===== src/rtl/bcd2binary_seq_pkg.sv =====
// ---------------------------------------------------------------------------
// bcd_pkg
//   Shared definitions for the sequential packed-BCD to binary converter:
//   FSM state encoding, BCD digit constants and the constant function that
//   sizes the shift chain (number of conversion cycles) from the digit count.
// ---------------------------------------------------------------------------
package bcd_pkg;

    typedef enum logic [1:0] {
        IDLE = 2'd0,
        CONV = 2'd1,
        DONE = 2'd2
    } bcd_state_e;

    localparam int BCD_DIGIT_W   = 4;
    localparam int BCD_MAX_DIGIT = 9;

    // Number of binary bits needed to hold any DIGITS-digit decimal value,
    // i.e. clog2(10**digits). This is also the number of right shifts the
    // reverse double-dabble needs to drain the BCD register completely.
    function automatic int calc_shifts(input int digits);
        longint unsigned span;
        int              bits;
        span = 64'd1;
        for (int i = 0; i < digits; i++) begin
            span = span * 64'd10;
        end
        bits = 0;
        for (int b = 0; b < 64; b++) begin
            if ((64'd1 << b) < span) begin
                bits = b + 1;
            end
        end
        return bits;
    endfunction

endpackage


===== src/rtl/bcd2binary_seq_if.sv =====
// ---------------------------------------------------------------------------
// bcd2binary_seq_if
//   Handshake bundle for the BCD to binary converter.
//   Upstream side : in_valid, in_ready, bcd_in (packed BCD, digit 0 in [3:0])
//   Downstream    : out_valid, out_ready, bin_out, ovf, err_digit
//   modport master : the producer/consumer environment around the converter
//   modport slave  : the converter itself
// ---------------------------------------------------------------------------
interface bcd2binary_seq_if #(
    parameter int DIGITS = 3,
    parameter int BIN_W  = 8
);
    logic                  in_valid;
    logic                  in_ready;
    logic [4*DIGITS-1:0]   bcd_in;
    logic                  out_valid;
    logic                  out_ready;
    logic [BIN_W-1:0]      bin_out;
    logic                  ovf;
    logic                  err_digit;

    modport master (
        output in_valid,
        output bcd_in,
        output out_ready,
        input  in_ready,
        input  out_valid,
        input  bin_out,
        input  ovf,
        input  err_digit
    );

    modport slave (
        input  in_valid,
        input  bcd_in,
        input  out_ready,
        output in_ready,
        output out_valid,
        output bin_out,
        output ovf,
        output err_digit
    );
endinterface


===== src/rtl/bcd2binary_seq_digit_adj.sv =====
// ---------------------------------------------------------------------------
// bcd_digit_adj
//   Per-digit correction step of the reverse double-dabble. After a right
//   shift, a digit that received a 1 into its MSB from the digit above holds
//   (value + 8); the correct contribution is half of ten, i.e. +5, so 3 is
//   subtracted from any digit >= 8.
//   Ports: digit_in  (4 bits) shifted digit
//          digit_out (4 bits) corrected digit
// ---------------------------------------------------------------------------
module bcd_digit_adj
    import bcd_pkg::*;
(
    input  logic [BCD_DIGIT_W-1:0] digit_in,
    output logic [BCD_DIGIT_W-1:0] digit_out
);
    localparam logic [BCD_DIGIT_W-1:0] ADJ_THRESH = BCD_DIGIT_W'(8);
    localparam logic [BCD_DIGIT_W-1:0] ADJ_SUB    = BCD_DIGIT_W'(3);

    assign digit_out = (digit_in >= ADJ_THRESH) ? (digit_in - ADJ_SUB) : digit_in;
endmodule


===== src/rtl/bcd2binary_seq.sv =====
// ---------------------------------------------------------------------------
// bcd2binary_seq
//   Sequential packed-BCD to binary converter (reverse double-dabble).
//   One bit is shifted out of the BCD register into the binary register per
//   cycle; each BCD digit is then corrected by bcd_digit_adj. SHIFTS cycles
//   convert a full DIGITS-digit operand.
//
//   Ports:
//     clk    rising-edge clock
//     reset  synchronous active-high reset
//     bus    bcd2binary_seq_if.slave:
//              in_valid/in_ready/bcd_in      operand handshake
//              out_valid/out_ready/bin_out   result handshake
//              ovf        result does not fit in BIN_W bits
//              err_digit  an input nibble was greater than 9
//
//   Build option: BCD2BIN_SATURATE_EN
//     defined   : overflowing results read as all ones on bin_out
//     undefined : overflowing results are truncated to the low BIN_W bits
// ---------------------------------------------------------------------------
module bcd2binary_seq
    import bcd_pkg::*;
#(
    parameter int DIGITS = 3,
    parameter int BIN_W  = 8
) (
    input  logic             clk,
    input  logic             reset,
    bcd2binary_seq_if.slave  bus
);
    localparam int SHIFTS = calc_shifts(DIGITS);
    localparam int BCD_W  = BCD_DIGIT_W * DIGITS;
    localparam int CNT_W  = $clog2(SHIFTS + 1);
    localparam int RES_W  = (SHIFTS > BIN_W) ? SHIFTS : BIN_W;

    bcd_state_e          state_reg;
    logic [BCD_W-1:0]    bcd_reg;
    logic [SHIFTS-1:0]   bin_reg;
    logic [CNT_W-1:0]    cnt_reg;
    logic                in_ready_reg;
    logic                out_valid_reg;
    logic [BIN_W-1:0]    bin_out_reg;
    logic                ovf_reg;
    logic                err_digit_reg;

    logic [BCD_W-1:0]    bcd_shift;
    logic [BCD_W-1:0]    bcd_next;
    logic [SHIFTS-1:0]   bin_next;
    logic [DIGITS-1:0]   digit_bad;
    logic                input_bad;
    logic [RES_W-1:0]    result_ext;
    logic                res_ovf;
    logic [BIN_W-1:0]    res_trunc;
    logic [BIN_W-1:0]    res_out;

    // {bcd_reg, bin_reg} shifted right by one as a single long register.
    assign bcd_shift = bcd_reg >> 1;
    assign bin_next  = {bcd_reg[0], bin_reg[SHIFTS-1:1]};

    genvar gi;
    generate
        for (gi = 0; gi < DIGITS; gi++) begin : g_digit
            bcd_digit_adj u_adj (
                .digit_in  (bcd_shift[gi*BCD_DIGIT_W +: BCD_DIGIT_W]),
                .digit_out (bcd_next[gi*BCD_DIGIT_W +: BCD_DIGIT_W])
            );
            assign digit_bad[gi] =
                (bus.bcd_in[gi*BCD_DIGIT_W +: BCD_DIGIT_W] > BCD_DIGIT_W'(BCD_MAX_DIGIT));
        end
    endgenerate

    assign input_bad = |digit_bad;

    // The result registers are loaded on the same edge as the final shift,
    // so they are fed from bin_next rather than bin_reg. Widening to RES_W
    // keeps the overflow test valid even if SHIFTS <= BIN_W.
    assign result_ext = RES_W'(bin_next);
    assign res_ovf    = (result_ext >> BIN_W) != '0;
    assign res_trunc  = result_ext[BIN_W-1:0];

`ifdef BCD2BIN_SATURATE_EN
    assign res_out = res_ovf ? '1 : res_trunc;
`else
    assign res_out = res_trunc;
`endif

    always_ff @(posedge clk) begin
        if (reset) begin
            state_reg     <= IDLE;
            bcd_reg       <= '0;
            bin_reg       <= '0;
            cnt_reg       <= '0;
            in_ready_reg  <= 1'b0;
            out_valid_reg <= 1'b0;
            bin_out_reg   <= '0;
            ovf_reg       <= 1'b0;
            err_digit_reg <= 1'b0;
        end else begin
            case (state_reg)
                IDLE: begin
                    if (in_ready_reg && bus.in_valid) begin
                        bcd_reg      <= bus.bcd_in;
                        bin_reg      <= '0;
                        cnt_reg      <= CNT_W'(SHIFTS);
                        in_ready_reg <= 1'b0;
                        if (input_bad) begin
                            // Invalid digit: skip conversion, report at once.
                            err_digit_reg <= 1'b1;
                            bin_out_reg   <= '0;
                            ovf_reg       <= 1'b0;
                            out_valid_reg <= 1'b1;
                            state_reg     <= DONE;
                        end else begin
                            state_reg <= CONV;
                        end
                    end else begin
                        // Raises in_ready the first cycle after reset too.
                        in_ready_reg <= 1'b1;
                    end
                end

                CONV: begin
                    bcd_reg <= bcd_next;
                    bin_reg <= bin_next;
                    cnt_reg <= cnt_reg - CNT_W'(1);
                    if (cnt_reg == CNT_W'(1)) begin
                        bin_out_reg   <= res_out;
                        ovf_reg       <= res_ovf;
                        err_digit_reg <= 1'b0;
                        out_valid_reg <= 1'b1;
                        state_reg     <= DONE;
                    end
                end

                DONE: begin
                    // Outputs hold until the consumer takes the result.
                    if (bus.out_ready) begin
                        out_valid_reg <= 1'b0;
                        in_ready_reg  <= 1'b1;
                        state_reg     <= IDLE;
                    end
                end

                default: begin
                    state_reg     <= IDLE;
                    in_ready_reg  <= 1'b0;
                    out_valid_reg <= 1'b0;
                end
            endcase
        end
    end

    assign bus.in_ready  = in_ready_reg;
    assign bus.out_valid = out_valid_reg;
    assign bus.bin_out   = bin_out_reg;
    assign bus.ovf       = ovf_reg;
    assign bus.err_digit = err_digit_reg;

endmodule


===== src/flat_wrapper.sv =====
// flat-port wrapper written by rule: the top's interface ports become plain ports
module bcd2binary_seq_flat import bcd_pkg::*;
#(
    parameter int DIGITS = 3,
    parameter int BIN_W  = 8
)
  (clk, reset, bus_in_valid, bus_bcd_in, bus_out_ready, bus_in_ready, bus_out_valid, bus_bin_out, bus_ovf, bus_err_digit);
  bcd2binary_seq_if #(.DIGITS(DIGITS), .BIN_W(BIN_W)) bus_i ();
  input  logic clk;
  input  logic reset;
  input wire logic [$bits(bus_i.in_valid)-1:0] bus_in_valid;
  input wire logic [$bits(bus_i.bcd_in)-1:0] bus_bcd_in;
  input wire logic [$bits(bus_i.out_ready)-1:0] bus_out_ready;
  output wire logic [$bits(bus_i.in_ready)-1:0] bus_in_ready;
  output wire logic [$bits(bus_i.out_valid)-1:0] bus_out_valid;
  output wire logic [$bits(bus_i.bin_out)-1:0] bus_bin_out;
  output wire logic [$bits(bus_i.ovf)-1:0] bus_ovf;
  output wire logic [$bits(bus_i.err_digit)-1:0] bus_err_digit;
  assign bus_i.in_valid = bus_in_valid;
  assign bus_i.bcd_in = bus_bcd_in;
  assign bus_i.out_ready = bus_out_ready;
  assign bus_in_ready = bus_i.in_ready;
  assign bus_out_valid = bus_i.out_valid;
  assign bus_bin_out = bus_i.bin_out;
  assign bus_ovf = bus_i.ovf;
  assign bus_err_digit = bus_i.err_digit;
  bcd2binary_seq #(.DIGITS(DIGITS), .BIN_W(BIN_W)) u_core (.clk(clk), .reset(reset), .bus(bus_i));
endmodule

===== config.mk =====
export PLATFORM = sky130hd
export DESIGN_NAME = bcd2binary_seq_flat
export DESIGN_NICKNAME = d
export VERILOG_FILES = /design/src/rtl/bcd2binary_seq_pkg.sv /design/src/rtl/bcd2binary_seq_if.sv /design/src/rtl/bcd2binary_seq_digit_adj.sv /design/src/rtl/bcd2binary_seq.sv /design/src/flat_wrapper.sv
export SDC_FILE = /design/constraint.sdc
export NUM_CORES = 1
export LEC_CHECK = 0
export BUFFER_PORTS_ARGS = -buffer_cell sky130_fd_sc_hd__buf_2
export CAP_MARGIN = 25
export CORE_ASPECT_RATIO = 0.7
export CORE_MARGIN = 3
export CORE_UTILIZATION = 55
export CTS_BUF_LIST = sky130_fd_sc_hd__clkbuf_8
export DETAILED_ROUTE_END_ITERATION = 10
export GPL_ROUTABILITY_DRIVEN = 0
export PLACE_DENSITY = 0.78
export SKIP_CTS_REPAIR_TIMING = 1
export SLEW_MARGIN = 20
export SYNTH_ARGS = -nofsm -noshare
export SYNTH_HDL_FRONTEND = slang
export SYNTH_SLANG_ARGS = --single-unit

===== constraint.sdc =====
create_clock -name clk -period 1.75 [get_ports clk]
set_input_delay 0.0875 -clock clk [delete_from_list [all_inputs] [get_ports clk]]
set_output_delay 0.0875 -clock clk [all_outputs]
set_load 0.01 [all_outputs]

==> impl_metrics.yaml, run 1 <==
synthesis:
  synth_mux_area_share_pct: 0.601
  synth_top_family_by_area: "compound AO/OA/AOI/OAI gates"
  synth_area_leader_cell: "dfxtp_1"
  ys_types: 34
  async_flop_share_pct: 0
  syn_inst: 183
  synth_xor_area_share_pct: 2.63
  synth_fa_ha_area_share_pct: 4.50
  synth-simple-area-share_pct: 16.1
  yosysWarnings: 0
  avgSynthCellArea_um2: 9.11
  syn-cell-area_um2: 1670
  synth.net_count: 205
  yosysSeqAreaShare_pct: 46.8
  post-synth-top-count-cell: "dfxtp_1"
  synth-edff-count: 0
  ys_top_cells_by_area: "dfxtp_1 47%, nor2_1 5.9%, a22o_1 4.7%"
  ys_seq_elements: 39
  yosys-top-cells-count: "39 x dfxtp_1, 26 x nor2_1, 13 x nand2_1"
  post-synth-top-area-fraction_pct: 46.8
  synth-compound-area-share_pct: 24.5
  synthFlopType: "dfxtp_1"
floorplan:
  pin_count: 28
  num_rows: 16
  die_x_um: 71.8
  die_h_um: 52.1
  start_util_pct: 58.6
  coreArea_um2: 2840
  dieArea_um2: 3740
power:
  peakVddDrop_uv: 724
  power_density_nw_per_um2: 1000
  power_leakage_uw: 0.000810
clocking:
  cts.sinks: 39
  cts_root_buffer: "clkbuf_8"
  path_clk_slew_ps: 80
  htreeDepth: 2
  clk_latency_ps: 290
  clockBufferDepth: 2
  cts_buffers: 5
  cts_tree: "yes"
layout:
  area_growth_pct: 18.5
  antennaDiodeCount: 0
  final_area_um2: 1980
  finalNetCount: 236
  fillerInstances: 232
  largest_reg_flops: 12
  drive_gt1_share_pct: 23.3
setup_path:
  crit_family: "simple AND/OR/NAND/NOR gates"
  cp_max_fo: 9
  cp.arrival_ps: 1850
  critical_path.startpoint: "u_core.cnt_reg[0]"
  rr_startpoint: "u_core.cnt_reg[0]"
  crit_path_end_kind: "flop"
  critPathKind: "reg -> reg"
  required_ps: 1980
  cp-start-kind: "flop"
  slowest_stage: "or4_4"
  cp_cell_sequence: "ha_1 > inv_1 > or4_4 > nor3_4 > a22o_1"
  crit_buf_inv: 1
  max_stage_delay_ps: 430
drt:
  antenna_left: 0
  firstDrtPassIters: 4
  top_layer: "met4"
  dr_wl_met2_mm: 1.89
  dr_wl_met3_um: 301
  vias: 1527
  wl_mm: 4.07
  wl_met1_mm: 1.80
  drc: 0
  drtIter0Drc: 146
  via_per_inst: 6.08
  avgRoutedWirePerCell_um: 16.2
place:
  dpl-instance-area_um2: 1860
  dp_hpwl_mm: 2.88
  io_buffer_count: 27
sta:
  fmax_mhz: 619
  final-setup-viol-count: 0
  finalClockSkew_ps: 8.61
  slew_headroom_pct: 69.0
  worst_pin_slew_ps: 464
  setup-tns-final_ps: 0
  finalHoldViolCount: 0
  post-route-period-util_pct: 92.3
  rsz0062_at_grt: "no"
  fin_crit_ps: 1610
  drv_slew: 0
global_route:
  grt_use_total_pct: 23.8
  grt_max_degree: 20
  grt_pass1_vias: 1488
  antenna_found_initial: 0
  grt_pass1_wl_mm: 6.87
  grt_overflow: 0
worst_hold_path:
  worst_hold_path_type: "in -> reg"
  hp-start: "bus_bcd_in[8]"
run:
  maxCapViolCount: 0
run_status:
  status: "complete, no violations"
-- final cells by class --
type                       count  area [um2]  area share, %
tap                           36        45.0           2.28
sequential                    39         781           39.5
timing repair buffer          35         195           9.88
clock buffer                   5        68.8           3.48
inverter                       8        30.0           1.52
multi-input combinational    125         812           41.1
clock inverter                 3        43.8           2.22
-- path summary, 6_finish.rpt --
kind                           endpoint  slack (ps)  depth (start not counted)
setup reg to reg  u_core.bus.bin_out[5]         140                          5
hold reg to reg   u_core.bus.bin_out[5]         480                          1
setup / recovery  u_core.bus.bin_out[5]         140                          5
hold / removal        u_core.bcd_reg[8]          80                          3
-- worst min-delay path, cell delays in order --
cell and delay, ps:
buf_2 100, nand2_1 50, a311oi_1 90
-- per-stage QoR --
stage | power (uW) | setup WS (ps) | util [%] | instances | hold slack [ps]
4_1_cts | 1980 | 81.4 | 69.3 | 251 | 78.0
5_1_grt | 2060 | 8.27 | 69.5 | 251 | 90.3
3_5_place_dp | 1250 | 108 | 65.4 | 243 | 380
3_3_place_gp | 1220 | 241 | 65.4 | 243 | 355
2_1_floorplan | 1150 | 204 | - | 183 | 242
6_report | 1980 | 135 | 69.5 | 251 | 82.8
-- per-layer routing --
| metal | vias to the layer above | global-route usage (%) |
|---|---|---|
| li1 | 724 | - |
| met1 | 723 | 28.7 |
| met2 | 70 | 37.3 |
| met3 | 10 | 9.27 |
| met4 | 0 | 11.3 |
| met5 | - | 0 |
-- power breakdown --
part | switching [uW] | internal [uW]
sequential | 49.8 | 930
clock | 318 | 424
combinational | 151 | 105
-- logic make-up (layout without fill, tap and decap cells) --
| kind of cell | Yosys count | count (layout) |
|---|---|---|
| compound gates | 56 | 56 |
| flops | 39 | 39 |
| fa+ha+maj | 6 | 6 |
| buf+inv | 19 | 51 |
| mux | 1 | 1 |
| simple gates | 57 | 57 |
| xor+xnor | 5 | 5 |
-- cells in the final DEF, fill, tap and decap left out, types with 2 or more instances in the layout --
cell,instances
a211oi_1,2
a21oi_1,10
a221oi_1,3
a22o_1,9
a22oi_1,10
a311oi_1,5
buf_2,27
buf_4,8
clkbuf_8,5
dfxtp_1,39
ha_1,6
inv_1,7
nand2_1,13
nand2b_1,3
nor2_1,26
nor3_1,4
nor4_1,2
o21ai_0,8
o221ai_1,4
or2_2,2
or3_1,2
xnor2_1,3
xor2_1,2
(Power assumes the default switching activity.)
==> inputs of run 2 (changes only) <==
clock period = 2 ns   (was 1.75 ns; I/O delays follow)
==> run 2 against run 1 <==
Compared with the run above:
- critical path depth shrank 1
- sequential cell count unchanged
- non-clock buffer count down 3
- total power shrank 13%
- combinational power fell by 18%
- worst hold slack worse by 13 ps
- die area is the same
- design area shrank 1.4%
- register-to-register slack gained 70 ps
- critical endpoint is now u_core.bus.bin_out[3]
- largest cell class unchanged
- highest routed layer unchanged
==> impl_metrics.yaml, run 2 (same netlist as run 1, synthesis figures left out) <==
setup_path:
  required_ps: 2220
  worst-r2r-setup-slack_ps: 200
  r2r_end: "u_core.bus.bin_out[3]"
  rr_startpoint: "u_core.state_reg[0]"
  cp.arrival_ps: 2020
  critPathKind: "reg -> reg"
  crit_path_end_kind: "flop"
  cp_max_fo: 12
  cp-start-kind: "flop"
  rr_worst_depth: 4
power:
  peakVddDrop_uv: 562
  pwr-share-clk_pct: 37.9
  power_switching_uw: 442
  internal_power_uw: 1270
  seqPwrFrac_pct: 49.8
  power_density_nw_per_um2: 880
  swShare_pct: 25.8
  power_leakage_uw: 0.000794
  combPwrFrac_pct: 12.3
floorplan:
  die_x_um: 71.8
  coreArea_um2: 2840
  pin_count: 28
  start_util_pct: 58.6
  die_h_um: 52.1
  num_rows: 16
  dieArea_um2: 3740
sta:
  drv_slew: 0
  finalClockSkew_ps: 11.2
  setup_slack_ps: 202
  post-route-period-util_pct: 89.9
  worst_pin_slew_ps: 602
  finalHoldViolCount: 0
  fin_crit_ps: 1800
  fmax_mhz: 556
  slew_headroom_pct: 59.9
  final-setup-viol-count: 0
  rsz0062_at_grt: "no"
  setup-tns-final_ps: 0
clocking:
  path_clk_slew_ps: 80
  cts_tree: "yes"
  cts_buffers: 5
  cts.sinks: 39
  cts_root_buffer: "clkbuf_8"
  clockBufferDepth: 2
  htreeDepth: 2
  clk_latency_ps: 290
place:
  dp_slack_ps: 239
  dp_hpwl_mm: 2.57
  io_buffer_count: 27
drt:
  drc: 0
  antenna_left: 0
  vias: 1466
  avgRoutedWirePerCell_um: 14.8
  drtIter0Drc: 210
  firstDrtPassIters: 5
  wl_mm: 3.66
  via_per_inst: 5.91
layout:
  finalNetCount: 233
  drive_gt1_share_pct: 21.7
  final_cell_mix: "39 x dfxtp_1, 27 x buf_2, 26 x nor2_1, 13 x nand2_1"
  final_common_cell: "dfxtp_1"
  largest_reg_flops: 12
  antennaDiodeCount: 0
  fillerInstances: 231
  area_growth_pct: 16.9
worst_hold_path:
  holdPathStages: 3
  hp-start: "bus_bcd_in[1]"
  worst_hold_path_type: "in -> reg"
  holdPathEnd: "u_core.bcd_reg[1]"
global_route:
  grt_overflow: 0
  grt_pass1_wl_mm: 6.53
  antenna_found_initial: 0
  grt_use_total_pct: 22.6
  grt_pass1_vias: 1339
  grt_max_degree: 33
run:
  maxCapViolCount: 0
run_status:
  status: "complete, no violations"
run 2: cell count changes in the layout (fill, tap and decap cells not counted):
cell / before / now
buf_4: 8 / 5
o31ai_1: 0 / 1
o31ai_2: 1 / 0
run 2: per-layer routing:
metal	global-route usage (%)	up-vias	routed length, um
met5	0	-	0
met4	6.56	0	25
met3	5.41	4	292
met2	32.8	58	1560
met1	32.9	685	1790
li1	-	719	-
run 2: worst max-delay path by stage:
stage | from | end | cells after the start
after floorplan | u_core.cnt_reg[0] | u_core.bus.bin_out[0] | 5
after global placement | u_core.state_reg[0] | u_core.bus.ovf | 4
final | u_core.state_reg[0] | u_core.bus.bin_out[3] | 4
after detailed placement | u_core.state_reg[0] | u_core.bus.bin_out[3] | 4
after global routing | u_core.state_reg[0] | u_core.bus.bin_out[1] | 4
after CTS | u_core.state_reg[0] | u_core.bus.bin_out[3] | 4
run 2: critical path, cell delays in order, from the launching register on:
cell     delay (ps)
dfxtp_1         570
inv_2           120
or4_4           510
nor3_4          340
a22o_1          200
run 2: layout make-up:
class                   count  area [um2]  area share [%]
multi-input cells         125         807            41.4
clock inverters             3        43.8            2.25
flip-flops and latches     39         781            40.1
inverters                   8        30.0            1.54
repair buffers             32         173            8.86
clock buffers               5        68.8            3.53
well taps                  36        45.0            2.31
run 2: stage by stage:
step	instance area, um2	utilization (%)	hold slack (ps)	std cells	power, uW
final	1950	68.5	69.8	248	1710
after global routing	1950	68.5	88.5	248	1790
after CTS	1950	68.5	68.6	248	1720
after detailed placement	1840	64.6	373	240	1080
after global placement	1840	64.6	361	240	1070
after floorplan	1670	-	255	183	1010
run 2: power groups by stage:
stage,combinational (uW),clock (uW),sequential [uW]
floorplan,149,0,861
global placement,199,0,868
detailed placement,206,0,872
CTS,208,661,854
global route,239,693,861
finish,210,650,854
